## config.mk

```make
export PLATFORM = sky130hd
export DESIGN_NAME = dma_tile_scheduler
export DESIGN_NICKNAME = d
export VERILOG_FILES = /design/src/rtl/dma_tile_scheduler.sv
export SDC_FILE = /design/constraint.sdc
export NUM_CORES = 1
export LEC_CHECK = 0
export ABC_CLOCK_PERIOD_IN_PS = 12700
export BUFFER_PORTS_ARGS = -buffer_cell sky130_fd_sc_hd__buf_2
export CORE_ASPECT_RATIO = 0.75
export CORE_UTILIZATION = 46
export CTS_BUF_LIST = sky130_fd_sc_hd__clkbuf_4 sky130_fd_sc_hd__clkbuf_8 sky130_fd_sc_hd__clkbuf_16
export DETAILED_ROUTE_END_ITERATION = 8
export HOLD_SLACK_MARGIN = 0.06
export PLACE_DENSITY_LB_ADDON = 0.1
export SETUP_SLACK_MARGIN = 0.3
export SYNTH_ARGS = -nofsm -noshare
export SYNTH_HDL_FRONTEND = slang
export SYNTH_SLANG_ARGS = --single-unit
```

## constraint.sdc

```tcl
create_clock -name clk -period 12.7 [get_ports clk]
set_clock_uncertainty 0.2 [all_clocks]
set_input_delay 1.905 -clock clk [delete_from_list [all_inputs] [get_ports clk]]
set_output_delay 1.905 -clock clk [all_outputs]
set_load 0.05 [all_outputs]
```

## src/rtl/dma_tile_scheduler.sv

```systemverilog
// Splits one 2-D tile descriptor into single-burst DMA commands that never
// cross a BOUNDARY_BYTES line on either side; one command in flight at a time.
module dma_tile_scheduler #(
    parameter int unsigned BEAT_BYTES      = 4,
    parameter int unsigned MAX_BURST_BYTES = 1024,
    parameter int unsigned BOUNDARY_BYTES  = 4096
) (
    input  logic        clk,
    input  logic        rst_n,
    input  logic        desc_valid,
    output logic        desc_ready,
    input  logic [31:0] desc_src_base,
    input  logic [31:0] desc_dst_base,
    input  logic [15:0] desc_rows,
    input  logic [31:0] desc_row_bytes,
    input  logic [31:0] desc_src_stride,
    input  logic [31:0] desc_dst_stride,
    output logic        dma_start,
    output logic [31:0] dma_src_addr,
    output logic [31:0] dma_dst_addr,
    output logic [31:0] dma_size,
    input  logic        dma_done,
    output logic        busy,
    output logic        tile_done,
    output logic        desc_error,
    output logic [15:0] cmd_count
);

    localparam logic [31:0] BEAT  = 32'(BEAT_BYTES);
    localparam logic [31:0] MAXB  = 32'(MAX_BURST_BYTES);
    localparam logic [31:0] BOUND = 32'(BOUNDARY_BYTES);

    typedef enum logic [2:0] {
        S_IDLE,
        S_CHECK,
        S_CALC,
        S_ISSUE,
        S_WAIT,
        S_DONE
    } state_t;

    state_t state, state_nxt;

    logic [31:0] src_base_q, dst_base_q, row_bytes_q, src_stride_q, dst_stride_q;
    logic [15:0] rows_q, row_idx;
    logic [31:0] cur_src, cur_dst, remaining, row_src, row_dst, chunk_q;

    logic        accept, desc_bad, last_chunk, row_last;
    logic [31:0] src_room, dst_room, chunk_calc;

    assign accept     = (state == S_IDLE) && desc_valid && desc_ready;
    assign desc_bad   = (rows_q == 16'd0) || (row_bytes_q == 32'd0) ||
                        ((src_base_q   % BEAT) != 32'd0) ||
                        ((dst_base_q   % BEAT) != 32'd0) ||
                        ((row_bytes_q  % BEAT) != 32'd0) ||
                        ((src_stride_q % BEAT) != 32'd0) ||
                        ((dst_stride_q % BEAT) != 32'd0);
    assign last_chunk = (remaining == chunk_q);
    assign row_last   = (row_idx == rows_q - 16'd1);

    // Room left before the next boundary line, on each side independently.
    assign src_room = BOUND - (cur_src & (BOUND - 32'd1));
    assign dst_room = BOUND - (cur_dst & (BOUND - 32'd1));

    always_comb begin
        chunk_calc = remaining;
        if (chunk_calc > MAXB)     chunk_calc = MAXB;
        if (chunk_calc > src_room) chunk_calc = src_room;
        if (chunk_calc > dst_room) chunk_calc = dst_room;
    end

    always_ff @(posedge clk or negedge rst_n) begin
        if (!rst_n) state <= S_IDLE;
        else        state <= state_nxt;
    end

    always_comb begin
        state_nxt = state;
        case (state)
            S_IDLE:  if (accept) state_nxt = S_CHECK;
            S_CHECK: state_nxt = desc_bad ? S_IDLE : S_CALC;
            S_CALC:  state_nxt = S_ISSUE;
            S_ISSUE: state_nxt = S_WAIT;
            S_WAIT:  if (dma_done) state_nxt = (last_chunk && row_last) ? S_DONE : S_CALC;
            S_DONE:  state_nxt = S_IDLE;
            default: state_nxt = S_IDLE;
        endcase
    end

    // Status outputs are registered from the current/next state, so
    // desc_ready returns one cycle after the FSM is back in IDLE.
    always_ff @(posedge clk or negedge rst_n) begin
        if (!rst_n) begin
            desc_ready <= 1'b1;
            busy       <= 1'b0;
            dma_start  <= 1'b0;
            tile_done  <= 1'b0;
            desc_error <= 1'b0;
        end else begin
            desc_ready <= (state == S_IDLE) && (state_nxt == S_IDLE);
            busy       <= (state_nxt != S_IDLE);
            dma_start  <= (state == S_ISSUE);
            tile_done  <= (state == S_DONE);
            desc_error <= (state == S_CHECK) && desc_bad;
        end
    end

    always_ff @(posedge clk or negedge rst_n) begin
        if (!rst_n) begin
            src_base_q   <= '0;
            dst_base_q   <= '0;
            rows_q       <= '0;
            row_bytes_q  <= '0;
            src_stride_q <= '0;
            dst_stride_q <= '0;
            row_idx      <= '0;
            cur_src      <= '0;
            cur_dst      <= '0;
            remaining    <= '0;
            row_src      <= '0;
            row_dst      <= '0;
            chunk_q      <= '0;
            dma_src_addr <= '0;
            dma_dst_addr <= '0;
            dma_size     <= '0;
            cmd_count    <= '0;
        end else begin
            case (state)
                S_IDLE: begin
                    if (accept) begin
                        src_base_q   <= desc_src_base;
                        dst_base_q   <= desc_dst_base;
                        rows_q       <= desc_rows;
                        row_bytes_q  <= desc_row_bytes;
                        src_stride_q <= desc_src_stride;
                        dst_stride_q <= desc_dst_stride;
                        cmd_count    <= '0;
                    end
                end
                S_CHECK: begin
                    if (!desc_bad) begin
                        row_idx   <= '0;
                        cur_src   <= src_base_q;
                        cur_dst   <= dst_base_q;
                        row_src   <= src_base_q;
                        row_dst   <= dst_base_q;
                        remaining <= row_bytes_q;
                    end
                end
                S_CALC: chunk_q <= chunk_calc;
                S_ISSUE: begin
                    dma_src_addr <= cur_src;
                    dma_dst_addr <= cur_dst;
                    dma_size     <= chunk_q;
                    if (cmd_count != 16'hFFFF) cmd_count <= cmd_count + 16'd1;
                end
                S_WAIT: begin
                    if (dma_done) begin
                        if (last_chunk && !row_last) begin
                            row_idx   <= row_idx + 16'd1;
                            row_src   <= row_src + src_stride_q;
                            row_dst   <= row_dst + dst_stride_q;
                            cur_src   <= row_src + src_stride_q;
                            cur_dst   <= row_dst + dst_stride_q;
                            remaining <= row_bytes_q;
                        end else begin
                            cur_src   <= cur_src + chunk_q;
                            cur_dst   <= cur_dst + chunk_q;
                            remaining <= remaining - chunk_q;
                        end
                    end
                end
                default: ;
            endcase
        end
    end

endmodule

```

==> After elaboration in Yosys (flattened, before gate mapping) <==
Cells that the tools add are included.
{ "totals": {"reg_bits": 504, "latchBits": 0, "mem_bits_rw": 0, "mem_bits_ro": 0, "input_bits": 180, "out_inout_bits": 117, "n_memories": 0} }
{ "op_classes": {"add_sub_neg": 10, "multipliers": 0, "div": 0, "n_lt_le_gt_ge": 3, "n_eq_ne": 13, "shifts": 0, "n_mux": 33, "bitwise": 0, "n_reduce_logical": 29} }
{ "op_table": {"columns": ["op", "n"], "rows": [
  ["$mux 32", 16],
  ["$pmux 32 s2", 5],
  ["$reduce_bool 32->1", 5],
  ["$add 32x32->32", 4],
  ["$mux 16", 5],
  ["$gt 32x32->1", 2],
  ["$pmux 16 s2", 2],
  ["$add 16x1->16 const B", 2],
  ["$eq 32x32->1", 1],
  ["$gt 32x11->1 const B", 1],
  ["$logic_not 32->1", 1],
  ["$sub 32x32->32", 1],
  ["$sub 13x12->14 const A", 2],
  ["$eq 16x16->1", 1],
  ["$logic_not 16->1", 1],
  ["$ne 16x16->1 const B", 1],
  ["$sub 16x1->16 const B", 1],
  ["$pmux 3 s5", 1],
  ["$mux 3", 3],
  ["$ne 2x2->1 const B", 4],
  ["$eq 3x2->1 const B", 2],
  ["$eq 3x3->1 const B", 2],
  ["$logic_and 1x1->1", 6],
  ["$logic_not 3->1", 2],
  ["10 further kinds", 17]
]} }

==> Depth between registers and ports, before layout <==
{ "logic_depth": {"ltp_word": 11, "ltp_mapped": 26, "ltp_nobuf": 24} }

==> Worst setup path after synthesis <==
Ideal clock, no wire load.
{ "synth_path": {"kind": "register to register", "start": "reg remaining[28]", "end": "reg chunk_q[10]", "setup_ps": 95, "t_arrival_ps": 5484, "required_time_ps": 12405, "setup_slack_ps": 6920, "stages_incl_launch_ff": 26, "period_less_slack_ps": 5780, "cell_sequence": "dfrtp_1 -> or4_1 -> nor4_1 -> a21boi_1 -> and2_1 -> ha_1 -> nor2b_1 -> o21a_1 -> o21a_1 -> o21a_1 -> o21a_1 -> o21ai_0 -> a211oi_1 -> clkbuf_1 -> mux2_2 -> ha_1 -> nor2b_1 -> o21ai_0 -> nand2b_1 -> a21oi_1 -> o21ai_0 -> a221oi_1 -> a21oi_1 -> clkbuf_1 -> and2_1 -> o31ai_1"} }
{ "synth_via": {"elab_chain_cells": 6} }
{ "synth_lines": {"columns": ["item", "line", "text"], "rows": [
  ["start, declared", "46", "logic [31:0] cur_src, cur_dst, remaining, row_src, row_dst, chunk_q;"],
  ["start signal, assigned", "147", "remaining <= row_bytes_q;"],
  ["start signal, assigned", "165", "remaining <= row_bytes_q;"],
  ["start signal, assigned", "169", "remaining <= remaining - chunk_q;"],
  ["$gt 32x11->1", "67", "if (chunk_calc > MAXB) chunk_calc = MAXB;"],
  ["$mux 32 (*)", "67", null],
  ["$gt 32x32->1", "68", "if (chunk_calc > src_room) chunk_calc = src_room;"],
  ["$mux 32 (*)", "68", null],
  ["$gt 32x32->1", "69", "if (chunk_calc > dst_room) chunk_calc = dst_room;"],
  ["$mux 32 (*)", "69", null],
  ["end signal, assigned", "150", "S_CALC: chunk_q <= chunk_calc;"],
  ["end, declared", "46", null]
]} }
Every way passes the cells marked *; elsewhere a longest branch is shown, timed or not.
A chain may end at the register's enable or synchronous reset.

==> Worst setup path after layout <==
{ "layout_path": {"start": "reg remaining[27]", "end": "reg chunk_q[0]"} }
The elaborated chain is that of the path after synthesis.

==> impl_metrics.ini <==
[detailed_routing]
viasPerCell = 5.65
ant_nets = 0
vias = 27200
drcViolationCount = 0
wl_per_cell_um = 21.2
wl_mm = 102
dr.first_iter.drc_count = 2508
first_pass_iters = 5

[setup_path]
cp_top_family = compound AO/OA/AOI/OAI gates
start_kind = flip-flop
critPathMaxStageDelay_ns = 0.77
timing.critical_path.arrival_ns = 8.11
cp_max_fo = 22
critical-path-slowest-cell = nor4_1
cpMostUsedCell = o21ai_0
path_cells = nor4_1, nand4_1, nor4_1, a21boi_1, nand2_1, inv_1, ha_1, a21o_1, a21o_1, a2111oi_0, a211oi_2, buf_4, mux2_2, ha_1, nor2b_1, o21ai_0, nand2b_1, a21oi_1, o21ai_0, a221oi_1, a21oi_2, mux2_2, o21ai_0
crit_path_end_kind = flip-flop
cp.required_ns = 13.04
crit_type = flip-flop to flip-flop
path_buf_inv = 2
ff2ff_setup_slack_ns = 4.92

[logic_synthesis]
synthFlopType = dfrtp_1
synth_area_mm2 = 0.0305
synth-async-reset-ratio_pct = 100
ys_ff_latch = 504
synth-edff-count = 0
yosysSeqAreaShare_pct = 41.3
ys.warnings.count = 0
ys_types = 90
synthCells = 3686
synthDominantCellAreaShare_pct = 41.2
synth_area_leaders = dfrtp_1, nand2_1, ha_1
syn_avg_cell_area_um2 = 8.28
yosys.area.top_type = dfrtp_1

[power_and_ir_drop]
irDropWorstVdd_mv = 0.146
swShare_pct = 47.6
p_per_area_mw_per_mm2 = 277
p_leak_nw = 17.1
intPower_mw = 5.02
p_sw_mw = 4.56
power_mw = 9.58
pwr-share-comb_pct = 52.4
pwr-share-seq_pct = 29.9
power_frac_clock_pct = 17.7

[finish]
areaGrowthSynthToFinish_pct = 13.4
fillerInstances = 6378
drive_above_1_share_pct = 12.2
fin_util_pct = 52.9
nNetsFinal = 4273
multi_input_area_mm2 = 0.0170
fin_area_mm2 = 0.0346
seqCellArea_mm2 = 0.0126

[sta]
fmax_ghz = 0.129
tightest_slew_ns = 1.06
relSlewSlack_pct = 28.8
slew_violations = 0
setup_viol = 0
hold_violations = 0
setup_tns_ns = 0
worst_hold_slack_ns = 0.267
fin_crit_ns = 7.78
rsz0062_at_grt = false
finalCritPeriodShare_pct = 61.2

[cts]
clockRootBuffer = clkbuf_16
clock_latency_ns = 0.63
clk_path_buf_depth = 3
cts_hold_buf = 0
post_cts_buffers = 0
clock_sinks = 504
cts_made_buffers = 54
cts_tree = built
htree_levels = 2
clk_pin_slew_ns = 0.06
ctsResizeCount = 0

[grt]
grt_first_pass_wirelength_mm = 156
grt_pass1_vias = 25300
grt_max_degree = 150
gr-total-overflow = 0
antenna_found_initial = 4
grt_usage_pct = 30.2

[floorplanning]
die_h_um = 225
ios = 297
start_util_pct = 46.7
rows = 81
dieArea_mm2 = 0.0674
core_area_mm2 = 0.0654
chipWidth_um = 299

[placement]
io_buffers = 296
placed_cell_area_mm2 = 0.0327
gp_congestion = 0.952
hpwl_mm = 75.9

[min_path]
min-delay-path-class = flip-flop to flip-flop

[outcome]
status = finished, final reports clean

[flow_run]
drv_cap = 0
Yosys cell counts (51+ instances only):
cell type,n
dfrtp_1,503
a31oi_1,66
clkbuf_1,136
a21o_1,95
nor2_1,271
xnor2_1,103
inv_1,96
nor3_1,51
xor2_1,78
o21ai_0,180
nand2_1,1059
ha_1,187
a21oi_1,204
cells by family (layout without fill, tap and decap cells):
family | after synthesis | in the layout | synth area share, %
AND/OR/NAND/NOR | 1685 | 1685 | 23.7
AO/OA/AOI/OAI | 833 | 833 | 17.4
flip-flops | 504 | 504 | 41.3
buffers and inverters | 261 | 518 | 3.37
adder cells (fa/ha/maj) | 192 | 192 | 7.99
XOR/XNOR | 182 | 182 | 5.27
multiplexers | 28 | 28 | 0.943
other | 1 | 4 | 0.0123
through the flow:
step	setup slack, ns	cells
after detailed placement	5.17	4716
final	4.92	4817
after CTS	5.12	4815
after global routing	4.40	4816
after floorplan	6.92	3687
after global placement	5.16	4716
per-layer routing:
| metal | routed length, µm | track usage, % | vias up | part of all wire (%) |
|---|---|---|---|---|
| li1 | - | - | 13200 | - |
| met1 | 48800 | 45.5 | 13100 | 48 |
| met2 | 44300 | 45.5 | 888 | 43 |
| met3 | 7740 | 5.44 | 86 | 7.6 |
| met4 | 1530 | 5.25 | 0 | 1.5 |
| met5 | 0 | 0 | - | 0 |
cells in the final DEF, fill, tap and decap left out, types with 9 or more instances in the layout:
cell type     n
o21bai_1     19
nand4_1      34
clkinv_2     11
a21o_1       94
and2_1       31
nor3_1       51
inv_1        96
nand2_1    1059
nor4_1       27
or3_1        20
nor2b_1      20
or4_1         9
clkbuf_8     11
a211oi_1     33
nor2_1      270
and3_1       35
a31oi_1      66
clkbuf_4      9
mux2i_1      22
o211ai_1     24
nand2b_1     23
nand3_1      42
o21ai_1      33
dfrtp_1     503
or2_2        14
xnor2_1     103
clkbuf_16    55
xor2_1       78
a21oi_1     202
buf_4        24
o21ai_0     180
ha_1        187
o31ai_1      29
o21a_1       24
buf_2       295
a21boi_0     14
area by class of cell:
type                            instances  area share, %
Sequential cell                       504           36.5
Multi-Input combinational cell       2922           49.0
Antenna cell                            2         0.0145
Inverter                               98           1.06
Clock inverter                         24          0.817
Clock buffer                           75           4.61
Timing Repair Buffer                  321           4.89
Tap cell                              871           3.15
power groups by stage:
| stage | Clock [mW] | Combinational (mW) | Sequential [mW] |
|---|---|---|---|
| 3_5_place_dp | 0 | 4.95 | 2.86 |
| 3_3_place_gp | 0 | 4.95 | 2.86 |
| 4_1_cts | 1.72 | 4.98 | 2.85 |
| 6_report | 1.69 | 5.02 | 2.86 |
| 5_1_grt | 1.78 | 5.58 | 2.93 |
| 2_1_floorplan | 0 | 3.45 | 2.90 |
tightest hold or removal path: stages (launching register included):
cell,delay [ns]
dfrtp_1,0.33
nand2_1,0.05
nand2_1,0.05
worst paths after layout:
kind | startpoint | end | depth (start not counted)
max | remaining[27] | chunk_q[0] | 23
min | dma_src_addr[5] | dma_src_addr[5] | 2
max reg2reg | remaining[27] | chunk_q[0] | 23
min reg2reg | dma_src_addr[5] | dma_src_addr[5] | 2
max in group asynchronous | rst_n | remaining[9] | 3
min in group asynchronous | rst_n | src_stride_q[12] | 1
(Power assumes the default switching activity.)
